<file path="src/rtl/zxuno_bus_pkg.sv">
// Shared constants and helpers for the ZX-Uno CPU bus fabric.
package zxuno_bus_pkg;

    localparam int          MAX_SRC           = 32;
    localparam int          EN_W              = MAX_SRC + 2;
    localparam logic [15:0] ZXUNO_ADDR_PORT   = 16'hFC3B;
    localparam logic [15:0] ZXUNO_DATA_PORT   = 16'hFD3B;
    localparam logic [7:0]  ZXUNO_COLL_REG    = 8'hFE;

    // True when at least two bits of the enable vector are set.
    function automatic logic popcount_ge2(input logic [EN_W-1:0] v);
        logic seen_one;
        logic seen_two;
        seen_one = 1'b0;
        seen_two = 1'b0;
        for (int i = 0; i < EN_W; i++) begin
            if (v[i]) begin
                if (seen_one) seen_two = 1'b1;
                seen_one = 1'b1;
            end
        end
        return seen_two;
    endfunction

endpackage

</file>
<file path="src/rtl/zxuno_prio_mux.sv">
// Fixed-priority data select: lowest-index source with an active-low
// enable wins; the fallback value is used when no source is enabled.
module zxuno_prio_mux #(
    parameter int NSRC = 16,
    parameter int W    = 8
) (
    input  logic [W*NSRC-1:0] i_data,
    input  logic [NSRC-1:0]   i_oe_n,
    input  logic [W-1:0]      i_dflt,
    output logic [W-1:0]      o_data
);

    // Scan from the top down so the lowest enabled index is the last to assign.
    always_comb begin
        o_data = i_dflt;
        for (int i = NSRC - 1; i >= 0; i--) begin
            if (!i_oe_n[i]) o_data = i_data[i*W +: W];
        end
    end

endmodule

</file>
<file path="src/rtl/zxuno_busfabric.sv">
// CPU data-in merge and ZX-Uno register-port decode with collision counting.
module zxuno_busfabric
    import zxuno_bus_pkg::*;
#(
    parameter int          NSRC      = 16,
    parameter logic [15:0] ADDR_PORT = ZXUNO_ADDR_PORT,
    parameter logic [15:0] DATA_PORT = ZXUNO_DATA_PORT,
    parameter logic [7:0]  COLL_REG  = ZXUNO_COLL_REG
) (
    input  logic                clk,
    input  logic                rst_n,
    input  logic [15:0]         a,
    input  logic                iorq_n,
    input  logic                rd_n,
    input  logic                wr_n,
    input  logic                m1_n,
    input  logic [7:0]          din,
    input  logic [8*NSRC-1:0]   src_data,
    input  logic [NSRC-1:0]     src_oe_n,
    input  logic [7:0]          dflt_data,
    output logic [7:0]          dout,
    output logic [7:0]          addr,
    output logic                read_from_reg,
    output logic                write_to_reg,
    output logic                regaddr_changed,
    output logic                collision
);

    logic            r_rd_q;
    logic            r_wr_q;
    logic [7:0]      r_addr;
    logic [7:0]      r_dout;
    logic [7:0]      r_cnt;
    logic            r_coll;
    logic            r_rfr;
    logic            r_wtr;
    logic            r_rac;

    logic            w_io_rd;
    logic            w_io_wr;
    logic            w_addr_wr;
    logic            w_data_wr;
    logic            w_int_addr;
    logic            w_int_coll;
    logic            w_clear;
    logic            w_multi_en;
    logic [EN_W-1:0] w_en_vec;
    logic [7:0]      w_src_sel;
    logic [7:0]      w_dout_nxt;

    // Interrupt acknowledge (m1_n low) never counts as an I/O cycle.
    assign w_io_rd    = !iorq_n && m1_n && !rd_n;
    assign w_io_wr    = !iorq_n && m1_n && !wr_n;
    assign w_addr_wr  = w_io_wr && (a == ADDR_PORT) && !r_wr_q;
    assign w_data_wr  = w_io_wr && (a == DATA_PORT) && !r_wr_q;
    assign w_int_addr = w_io_rd && (a == ADDR_PORT);
    assign w_int_coll = w_io_rd && (a == DATA_PORT) && (r_addr == COLL_REG);
    assign w_clear    = w_data_wr && (r_addr == COLL_REG);

    zxuno_prio_mux #(
        .NSRC (NSRC),
        .W    (8)
    ) u_prio_mux (
        .i_data (src_data),
        .i_oe_n (src_oe_n),
        .i_dflt (dflt_data),
        .o_data (w_src_sel)
    );

    // Gather every driver enable, internal ones included, for collision detection.
    always_comb begin
        w_en_vec                 = '0;
        w_en_vec[NSRC-1:0]       = ~src_oe_n;
        w_en_vec[MAX_SRC]        = w_int_addr;
        w_en_vec[MAX_SRC + 1]    = w_int_coll;
    end

    assign w_multi_en = popcount_ge2(w_en_vec);

    // Internal registers take precedence over the external sources.
    always_comb begin
        w_dout_nxt = w_src_sel;
        if (w_int_addr)      w_dout_nxt = r_addr;
        else if (w_int_coll) w_dout_nxt = r_cnt;
    end

    // Edge history, register address, strobes and registered read data.
    always_ff @(posedge clk) begin
        if (!rst_n) begin
            r_rd_q <= 1'b0;
            r_wr_q <= 1'b0;
            r_addr <= 8'h00;
            r_dout <= 8'hFF;
            r_rfr  <= 1'b0;
            r_wtr  <= 1'b0;
            r_rac  <= 1'b0;
        end else begin
            r_rd_q <= w_io_rd;
            r_wr_q <= w_io_wr;
            r_dout <= w_dout_nxt;
            r_rfr  <= w_io_rd && (a == DATA_PORT);
            r_wtr  <= w_data_wr;
            r_rac  <= w_addr_wr;
            if (w_addr_wr) r_addr <= din;
        end
    end

    // Saturating collision counter; a write to the counter register clears it
    // even if a collision happens on the same edge.
    always_ff @(posedge clk) begin
        if (!rst_n) begin
            r_cnt  <= 8'h00;
            r_coll <= 1'b0;
        end else if (w_clear) begin
            r_cnt  <= 8'h00;
            r_coll <= 1'b0;
        end else if (w_multi_en) begin
            r_coll <= 1'b1;
            if (r_cnt != 8'hFF) r_cnt <= r_cnt + 8'd1;
        end
    end

    assign dout            = r_dout;
    assign addr            = r_addr;
    assign read_from_reg   = r_rfr;
    assign write_to_reg    = r_wtr;
    assign regaddr_changed = r_rac;
    assign collision       = r_coll;

endmodule

</file>
<file path="config.mk">
export PLATFORM = sky130hd
export DESIGN_NAME = zxuno_busfabric
export DESIGN_NICKNAME = d
export VERILOG_FILES = /design/src/rtl/zxuno_bus_pkg.sv /design/src/rtl/zxuno_prio_mux.sv /design/src/rtl/zxuno_busfabric.sv
export SDC_FILE = /design/constraint.sdc
export NUM_CORES = 1
export LEC_CHECK = 0
export ABC_AREA = 1
export CORE_MARGIN = 2
export CORE_UTILIZATION = 55
export DETAILED_ROUTE_END_ITERATION = 10
export DONT_BUFFER_PORTS = 1
export GPL_TIMING_DRIVEN = 0
export PLACE_DENSITY_LB_ADDON = 0.3
export SYNTH_ARGS = -nofsm -noshare
export SYNTH_HDL_FRONTEND = slang
export SYNTH_HIERARCHICAL = 1
export SYNTH_SLANG_ARGS = --single-unit
</file>
<file path="constraint.sdc">
create_clock -name clk -period 3.3 [get_ports clk]
set_input_delay 0.33 -clock clk [delete_from_list [all_inputs] [get_ports clk]]
set_output_delay 0.33 -clock clk [all_outputs]
set_load 0.01 [all_outputs]
</file>
==> qor.yml, run 1 <==
synth:
  yosys_warnings: 6
  syn-cell-area_um2: 3190
  synth-seq-area-share_pct: 18.2
  ys_ff_latch: 29
  syn-num-nets: 791
  syn_avg_cell_area_um2: 5.24
  ys_types: 34
  syn-instance-count: 608
timing:
  setup_viol: 0
  max-slew-margin-rel_pct: 69.1
  hold_viol: 0
  tns_ns: 0
  timing.final.crit_share_pct: 59.3
  maxSlewViolCount: 0
  rsz0062_at_grt: "false"
  fmax_ghz: 0.511
  worstMarginPinSlew_ns: 0.460
  min_period_ns: 1.96
  skew_ns: 0.00419
worst_setup_path:
  crit_arrival_ns: 2.16
  path_max_fanout: 10
  cp.required_ns: 3.51
  crit_path_end_kind: "flip-flop"
  start_kind: "flip-flop"
  worstSetupPathType: "flip-flop to flip-flop"
grt:
  use_met1_pct: 28.6
  use_met3_pct: 6.52
  busiest_layer: "met2"
  grt_overflow_total: 0
  grt_usage_pct: 24.9
  grt_pass1_wl_mm: 13.2
  grt_pass1_vias: 3333
  antenna_found_initial: 0
  use_met2_pct: 44.5
  grt_max_degree: 11
die:
  fp.dieH_um: 80.1
  coreArea_um2: 5540
  row_count: 27
  die_w_um: 80.1
  io_pins: 202
  dieArea_um2: 6420
  start_util_pct: 57.5
route:
  route.detailed.drc: 0
  via_per_inst: 5.35
  vias: 3674
  wirelength_mm: 8.68
  drt_iter0_markers: 186
  routedWlPerCell_um: 12.6
  ant_nets: 0
  first_pass_iters: 5
clocking:
  clockRootBuffer: "clkbuf_8"
  cts_hold_buf: 0
  cts.sinks: 29
  cts_tree: "yes"
  cts_buffers: 5
  cts_resized: 0
  htree_levels: 2
  cts_setup_buffers: 0
  clk_pin_slew_worst_paths_ns: 0.06
  clk-insertion-delay-late_ns: 0.27
  cts-root-to-sink-buffers: 2
power:
  powerDensity_nw_per_um2: 271
  ir_drop_v: 0.000361
  p_leak_nw: 1.66
place:
  place_inst: 680
  gp_congestion: 0.878
  portBuffers: 0
  dp_hpwl_mm: 7.18
layout:
  fin_nets: 798
  antennaDiodeCount: 0
  area_growth_pct: 5.53
  layout.cells.most_common: "nand2_1"
  final_cell_mix: "185 x nand2_1, 132 x nor2_1, 65 x a21oi_1"
  drive_gt1_share_pct: 10.2
  final_cells: 687
outcome:
  status: "finished clean"
hold_path:
  hold_path.class: "input port to flip-flop"
job:
  cap_violations: 0
[path summary, 6_finish.rpt]
path	startpoint	endpoint	slack [ns]	depth (start not counted)
setup reg to reg	addr[0]	r_cnt[3]	1.34	11
setup / recovery	addr[0]	r_cnt[3]	1.34	11
hold / removal	rst_n	addr[6]	0.19	2
hold reg to reg	r_wr_q	write_to_reg	0.45	1
[per-layer routing]
layer,up-vias,wire [um]
met3,10,808
met1,1549,3600
li1,1938,-
met5,-,0
met4,0,82
met2,177,4180
[report_power, final]
part / leakage [nW] / switching (W) / internal [W]
logic: 1.38 / 0.000155 / 0.0000999
clock network: 0.0443 / 0.000121 / 0.000165
registers: 0.237 / 0.0000105 / 0.000362
[cells in the mapped netlist (all sizes together)]
cell type	n	area share [%]
a21o	1	0.24
a21oi	73	12
and3	1	0.20
buf	12	2.7
bufbuf	1	0.59
clkbuf	8	1.2
clkinv	1	0.16
dfxtp	29	18
ha	1	0.39
inv	73	9.1
nand2	195	24
nand3	23	3.8
nand4	14	2.9
nor2	135	16
nor3	5	0.78
nor4	4	0.98
o211ai	9	2.1
o21ai	16	2.5
o21bai	2	0.47
xor2	5	1.4
[through the flow]
step                instance area (um^2)  setup WS (ns)  power [W]  utilization [%]  hold WS (ns)
finish                              3360           1.34   0.000913             60.7         0.191
global route                        3360           1.18   0.000966             60.7         0.205
CTS                                 3360           1.34   0.000911             60.7         0.187
detailed placement                  3280           1.32   0.000631             59.2         0.437
global placement                    3280           1.36   0.000624             59.2         0.441
floorplan                           3190           1.63   0.000589                -         0.422
[layout make-up]
class	count	area, um^2
Clock buffer	7	86.3
Buffer	21	144
Multi-Input combinational cell	484	2170
Sequential cell	29	581
Fill cell	583	2180
Inverter	74	294
Tap cell	72	90.1
[worst max-delay path, stage by stage, from the launching register on]
cell and delay, ns:
dfxtp_1 0.34, inv_1 0.12, nand4_1 0.09, nor2_1 0.22, nand4_2 0.29, a21o_1 0.24
nand2_1 0.06, nand2_1 0.05, nand2_2 0.08, buf_6 0.14, nand3_1 0.08, a21oi_1 0.15
[kinds of logic (layout without fill, tap and decap cells)]
logic type	Yosys count	after routing	synth area share (%)
AOI/OAI and AO/OA	101	101	17.7
buffers and inverters	95	102	13.7
and+or+nand+nor	377	377	48.5
DFF	29	29	18.2
adders and majority gates	1	1	0.392
xor gates and xnor gates	5	5	1.37
Note: power is estimated with default switching activity, not from simulation.
==> inputs of run 2 (changes only) <==
clock period = 1.6 ns   (was 3.3 ns; I/O delays follow)
==> run 2 against run 1 <==
  * The run now ends with setup timing left
  * Critical path type unchanged
  * Largest cell class unchanged
  * Via count is 1.5% higher
  * Highest routed layer unchanged
  * Clock skew hardly changed
  * Clock power is 100% higher
==> qor.yml, run 2 (synthesis results as in run 1) <==
clocking:
  clk_pin_slew_worst_paths_ns: 0.06  # about the same
  cts-root-to-sink-buffers: 2  # unchanged
  cts_tree: "yes"
  cts_buffers: 5  # unchanged
  clk-insertion-delay-late_ns: 0.27  # about the same
  htree_levels: 2  # unchanged
  clockRootBuffer: "clkbuf_8"
  cts.sinks: 29  # unchanged
timing:
  worstMarginPinSlew_ns: 0.607  # +0.146 ns
  hold_viol: 0  # unchanged
  worst_slack_ns: -0.0163  # -1.36 ns
  timing.final.crit_share_pct: 101  # +42 points
  fmax_ghz: 0.619  # +21%
  setup_viol: 4  # +4
  max-slew-margin-rel_pct: 59.3  # -9.8 points
  maxSlewViolCount: 0  # unchanged
  skew_ns: 0.00438  # +0.000193 ns
  min_period_ns: 1.62  # -0.341 ns
  rsz0062_at_grt: "true"
layout:
  layout.cells.most_common: "nand2_1"
  final_cell_mix: "181 x nand2_1, 131 x nor2_1, 62 x a21oi_1"
  regArea_um2: 591  # +1.7%
  multiInputGateArea_um2: 2280  # +5.1%
  final_area_um2: 3680  # +9.4%
  area_growth_pct: 15.4
  drive_gt1_share_pct: 16.6  # +6.4 points
  fin_nets: 809  # +1.4%
  fill_cells: 538  # -7.7%
  antennaDiodeCount: 0  # unchanged
worst_setup_path:
  crit_top_cell: "nand2_1"
  critPathSlowestCell: "dfxtp_2"
  cp.buffers_inverters: 1  # -1
  cp.required_ns: 1.76  # -1.75 ns
  crit_arrival_ns: 1.77  # -0.39 ns
  cp_cell_sequence: "inv_2, nand4_1, nor2_4, nand4_4, a21o_1, nand2_1, nand2_1, nand2_2, nand2_2, nand2_1, a21oi_1"
  worstSetupPathType: "flip-flop to flip-flop"
  max_stage_delay_ns: 0.34  # about the same
  path_max_fanout: 7  # -3
  cp_top_family: "simple AND/OR/NAND/NOR gates"
  crit_path_end_kind: "flip-flop"
  start_kind: "flip-flop"
die:
  die_w_um: 80.1  # unchanged
  start_util_pct: 57.5  # unchanged
  io_pins: 202  # unchanged
  row_count: 27  # unchanged
  dieArea_um2: 6420  # unchanged
  coreArea_um2: 5540  # unchanged
  fp.dieH_um: 80.1  # unchanged
outcome:
  violations: "setup timing"
  status: "finished, violations left"
route:
  route.detailed.drc: 0  # unchanged
  first_pass_iters: 4  # -1
  routedWlPerCell_um: 13.1  # +3.8%
  wirelength_mm: 9.16  # +5.5%
  drt_iter0_markers: 144  # -23%
  vias: 3728  # +1.5%
  ant_nets: 0  # unchanged
  via_per_inst: 5.34  # -0.13%
grt:
  grt_usage_pct: 25.3  # +0.45 points
  grt_overflow_total: 0  # unchanged
  grt_max_degree: 11  # unchanged
  grt_pass1_vias: 3376  # +1.3%
  antenna_found_initial: 0  # unchanged
  grt_pass1_wl_mm: 13.4  # +1.3%
place:
  gp_congestion: 0.878  # unchanged
  post_dp_cell_area_um2: 3280  # unchanged
  dp_hpwl_mm: 7.18  # unchanged
  pre_cts_ws_ns: -0.338  # -1.66 ns
  portBuffers: 0  # unchanged
power:
  p_leak_nw: 1.80  # +8.1%
  total_power_w: 0.00193  # +110%
  powerDensity_nw_per_um2: 524  # +93%
  ir_drop_v: 0.000749  # +110%
hold_path:
  hold_path.class: "input port to flip-flop"
job:
  cap_violations: 0  # unchanged
## run 2: worst paths after layout
check             startpoint           end  slack [ns]  cells after the start
setup / recovery     addr[0]      r_cnt[4]       -0.02                     11
hold / removal         rst_n       addr[6]        0.01                      2
setup reg to reg     addr[0]      r_cnt[4]       -0.02                     11
hold reg to reg       r_wr_q  write_to_reg        0.45                      1
## run 2: per-stage QoR
stage	instances	hold WS (ns)	TNS [ns]	util [%]
final	698	0.0126	-0.0318	66.4
after global routing	698	0.0276	-1.62	66.4
after CTS	691	0.00962	-0.00740	62.3
after detailed placement	680	0.304	-4.17	59.2
after global placement	680	0.305	-3.46	59.2
after floorplan	608	0.298	0	-
## run 2: layer usage
layer	vias up	routed length (um)	track usage [%]
li1	1959	-	-
met1	1601	3770	28.6
met2	152	4530	46.2
met3	16	743	6.52
met4	0	105	8.14
met5	-	0	0
## run 2: timing repair
item	CTS	global route
hold buffers	0	0
pin swaps	6	14
gates cloned	0	2
setup buffers	4	5
resized for setup	16	47
setup endpoints to repair	17	17
## run 2: report_power, final
| part | internal, W | switching [W] |
|---|---|---|
| clock | 0.000340 | 0.000245 |
| sequential | 0.000747 | 0.0000217 |
| combinational | 0.000236 | 0.000338 |
## run 2: final cells by class
type / instances / area share [%]
multi-input combinational: 484 / 62.0
clock buffer: 7 / 2.35
tap: 72 / 2.45
buffer: 21 / 5.13
timing repair buffer: 11 / 3.71
sequential: 29 / 16.0
inverter: 74 / 8.36
==> inputs of run 3 (changes only) <==
REMOVE_ABC_BUFFERS = 1   (was default)
==> run 3 against run 2 <==
  * The run still ends with setup timing left
  * Highest routed layer unchanged
  * Count of clock-buffer cells in the layout up 1
  * Critical path type unchanged
  * Design area shrank 8.8%
  * Critical path depth decreased by 4
  * Combinational power is 16% lower
  * Cell count fell by 3.4%
  * Die area is the same
  * Sequential share of layout area increased by 1.5 points
  * Clock power shrank 3%
  * Clock skew is 0.00059 ns lower
  * Register-to-register slack worse by 0.03 ns
==> qor.yml, run 3 (synthesis results as in run 1) <==
outcome:
  status: "finished, violations left"
  violations: "setup timing"
die:
  start_util_pct: 57.5  # unchanged
  dieArea_um2: 6420  # unchanged
  fp.dieH_um: 80.1  # unchanged
  io_pins: 202  # unchanged
  row_count: 27  # unchanged
  die_w_um: 80.1  # unchanged
  coreArea_um2: 5540  # unchanged
route:
  via_per_inst: 5.47  # +2.4%
  vias: 3687  # -1.1%
  ant_nets: 0  # unchanged
  wirelength_mm: 9.24  # +0.91%
  route.detailed.drc: 0  # unchanged
  drt_iter0_markers: 253  # +76%
  first_pass_iters: 5  # +1
  routedWlPerCell_um: 13.7  # +4.5%
grt:
  grt_overflow_total: 0  # unchanged
  grt_pass1_wl_mm: 13.9  # +4.3%
  grt_usage_pct: 27.0  # +1.6 points
  grt_max_degree: 18  # +7
  antenna_found_initial: 0  # unchanged
  grt_pass1_vias: 3279  # -2.9%
timing:
  worst_slack_ns: -0.0431  # -0.0268 ns
  fmax_ghz: 0.609  # -1.6%
  setup_viol: 3  # -1
  rsz0062_at_grt: "true"
  max-slew-margin-rel_pct: 60.7  # +1.5 points
  hold_viol: 0  # unchanged
  skew_ns: 0.00379  # -0.000588 ns
  min_period_ns: 1.64  # +0.0268 ns
  timing.final.crit_share_pct: 103  # +1.7 points
  maxSlewViolCount: 0  # unchanged
  worstMarginPinSlew_ns: 0.585  # -0.0216 ns
power:
  total_power_w: 0.00182  # -5.6%
  p_leak_nw: 1.67  # -7.2%
  powerDensity_nw_per_um2: 542  # +3.5%
  ir_drop_v: 0.000571  # -24%
layout:
  final_cells: 674  # -3.4%
  antennaDiodeCount: 0  # unchanged
  drive_gt1_share_pct: 11.1  # -5.5 points
  layout.cells.most_common: "nand2_1"
  fin_nets: 784  # -3.1%
  final_cell_mix: "183 x nand2_1, 131 x nor2_1, 65 x a21oi_1"
  area_growth_pct: 5.26
clocking:
  cts-root-to-sink-buffers: 2  # unchanged
  cts.sinks: 29  # unchanged
  clk_pin_slew_worst_paths_ns: 0.06  # about the same
  htree_levels: 2  # unchanged
  cts_tree: "yes"
  cts_buffers: 5  # unchanged
  clockRootBuffer: "clkbuf_8"
  clk-insertion-delay-late_ns: 0.28  # about the same
worst_setup_path:
  worstSetupPathType: "flip-flop to flip-flop"
  crit_path_end_kind: "flip-flop"
  crit_arrival_ns: 1.86  # +0.09 ns
  cp.required_ns: 1.81  # +0.05 ns
  path_max_fanout: 3  # -4
  start_kind: "flip-flop"
hold_path:
  hold_path.class: "input port to flip-flop"
job:
  cap_violations: 0  # unchanged
place:
  place_inst: 659  # -3.1%
  dp_hpwl_mm: 7.08  # -1.3%
  gp_congestion: 0.893  # +1.7%
  portBuffers: 0  # unchanged
[run 3: cell count changes in the layout (fill, tap and decap cells not counted), sizes merged]
| cell | before | now |
|---|---|---|
| buf | 24 | 4 |
| bufbuf | 1 | 0 |
| clkbuf | 14 | 9 |
| clkinv | 2 | 1 |
| clkinvlp | 1 | 0 |
| dlygate4sd3 | 0 | 1 |
| inv | 71 | 73 |
| nand2 | 195 | 196 |
[run 3: timing repair]
| item | CTS | global route |
|---|---|---|
| setup endpoints to repair | 17 | 17 |
| hold buffers | 1 | 0 |
| pin swaps | 4 | 3 |
| gates cloned | 1 | 1 |
| resized for setup | 18 | 3 |
| buffers inserted | 2 | 2 |
| hold endpoints to repair | 8 | 0 |
[run 3: through the flow]
stage | utilization (%) | hold WS (ns) | instance area [um^2] | worst slack [ns] | TNS [ns]
after floorplan | - | 0.259 | 3040 | -0.150 | -1.13
after global placement | 56.6 | 0.261 | 3130 | -0.530 | -5.40
after detailed placement | 56.6 | 0.264 | 3130 | -0.557 | -5.85
after CTS | 59.6 | 0.00272 | 3300 | 0.00354 | 0
after global routing | 60.6 | 0.0114 | 3360 | -0.152 | -1.84
final | 60.6 | 0.00643 | 3360 | -0.0431 | -0.0515
[run 3: worst paths after layout]
kind | depth (start not counted) | slack (ns) | from | end
setup / recovery | 7 | -0.04 | r_cnt[0] | r_cnt[7]
setup reg to reg | 7 | -0.04 | r_cnt[0] | r_cnt[7]
hold / removal | 2 | 0.006 | rst_n | addr[4]
hold reg to reg | 1 | 0.46 | r_wr_q | write_to_reg
[run 3: where the power goes]
group / switching (W) / internal (W) / total (W)
sequential: 0.0000225 / 0.000747 / 0.000769
combinational: 0.000295 / 0.000186 / 0.000481
clock: 0.000261 / 0.000308 / 0.000568
total: 0.000578 / 0.00124 / 0.00182
[run 3: final cells by class]
cell class	count	area, um^2
Clock buffer	8	80.1
Timing Repair Buffer	6	72.6
Multi-Input combinational cell	485	2230
Fill cell	586	2180
Tap cell	72	90.1
Sequential cell	29	591
Inverter	74	294
[run 3: per-layer routing]
| layer | GRT usage (%) | wire length, um |
|---|---|---|
| met1 | 32.2 | 3830 |
| met2 | 47.5 | 4470 |
| met3 | 7.19 | 812 |
| met4 | 7.12 | 122 |
| met5 | 0 | 0 |
[run 3: critical path, cell delays in order (launching register included)]
cell	delay, ns
dfxtp_1	0.36
inv_1	0.08
nor3_1	0.34
inv_1	0.14
nor4_2	0.22
xor2_1	0.19
nand3_1	0.09
a21oi_1	0.15
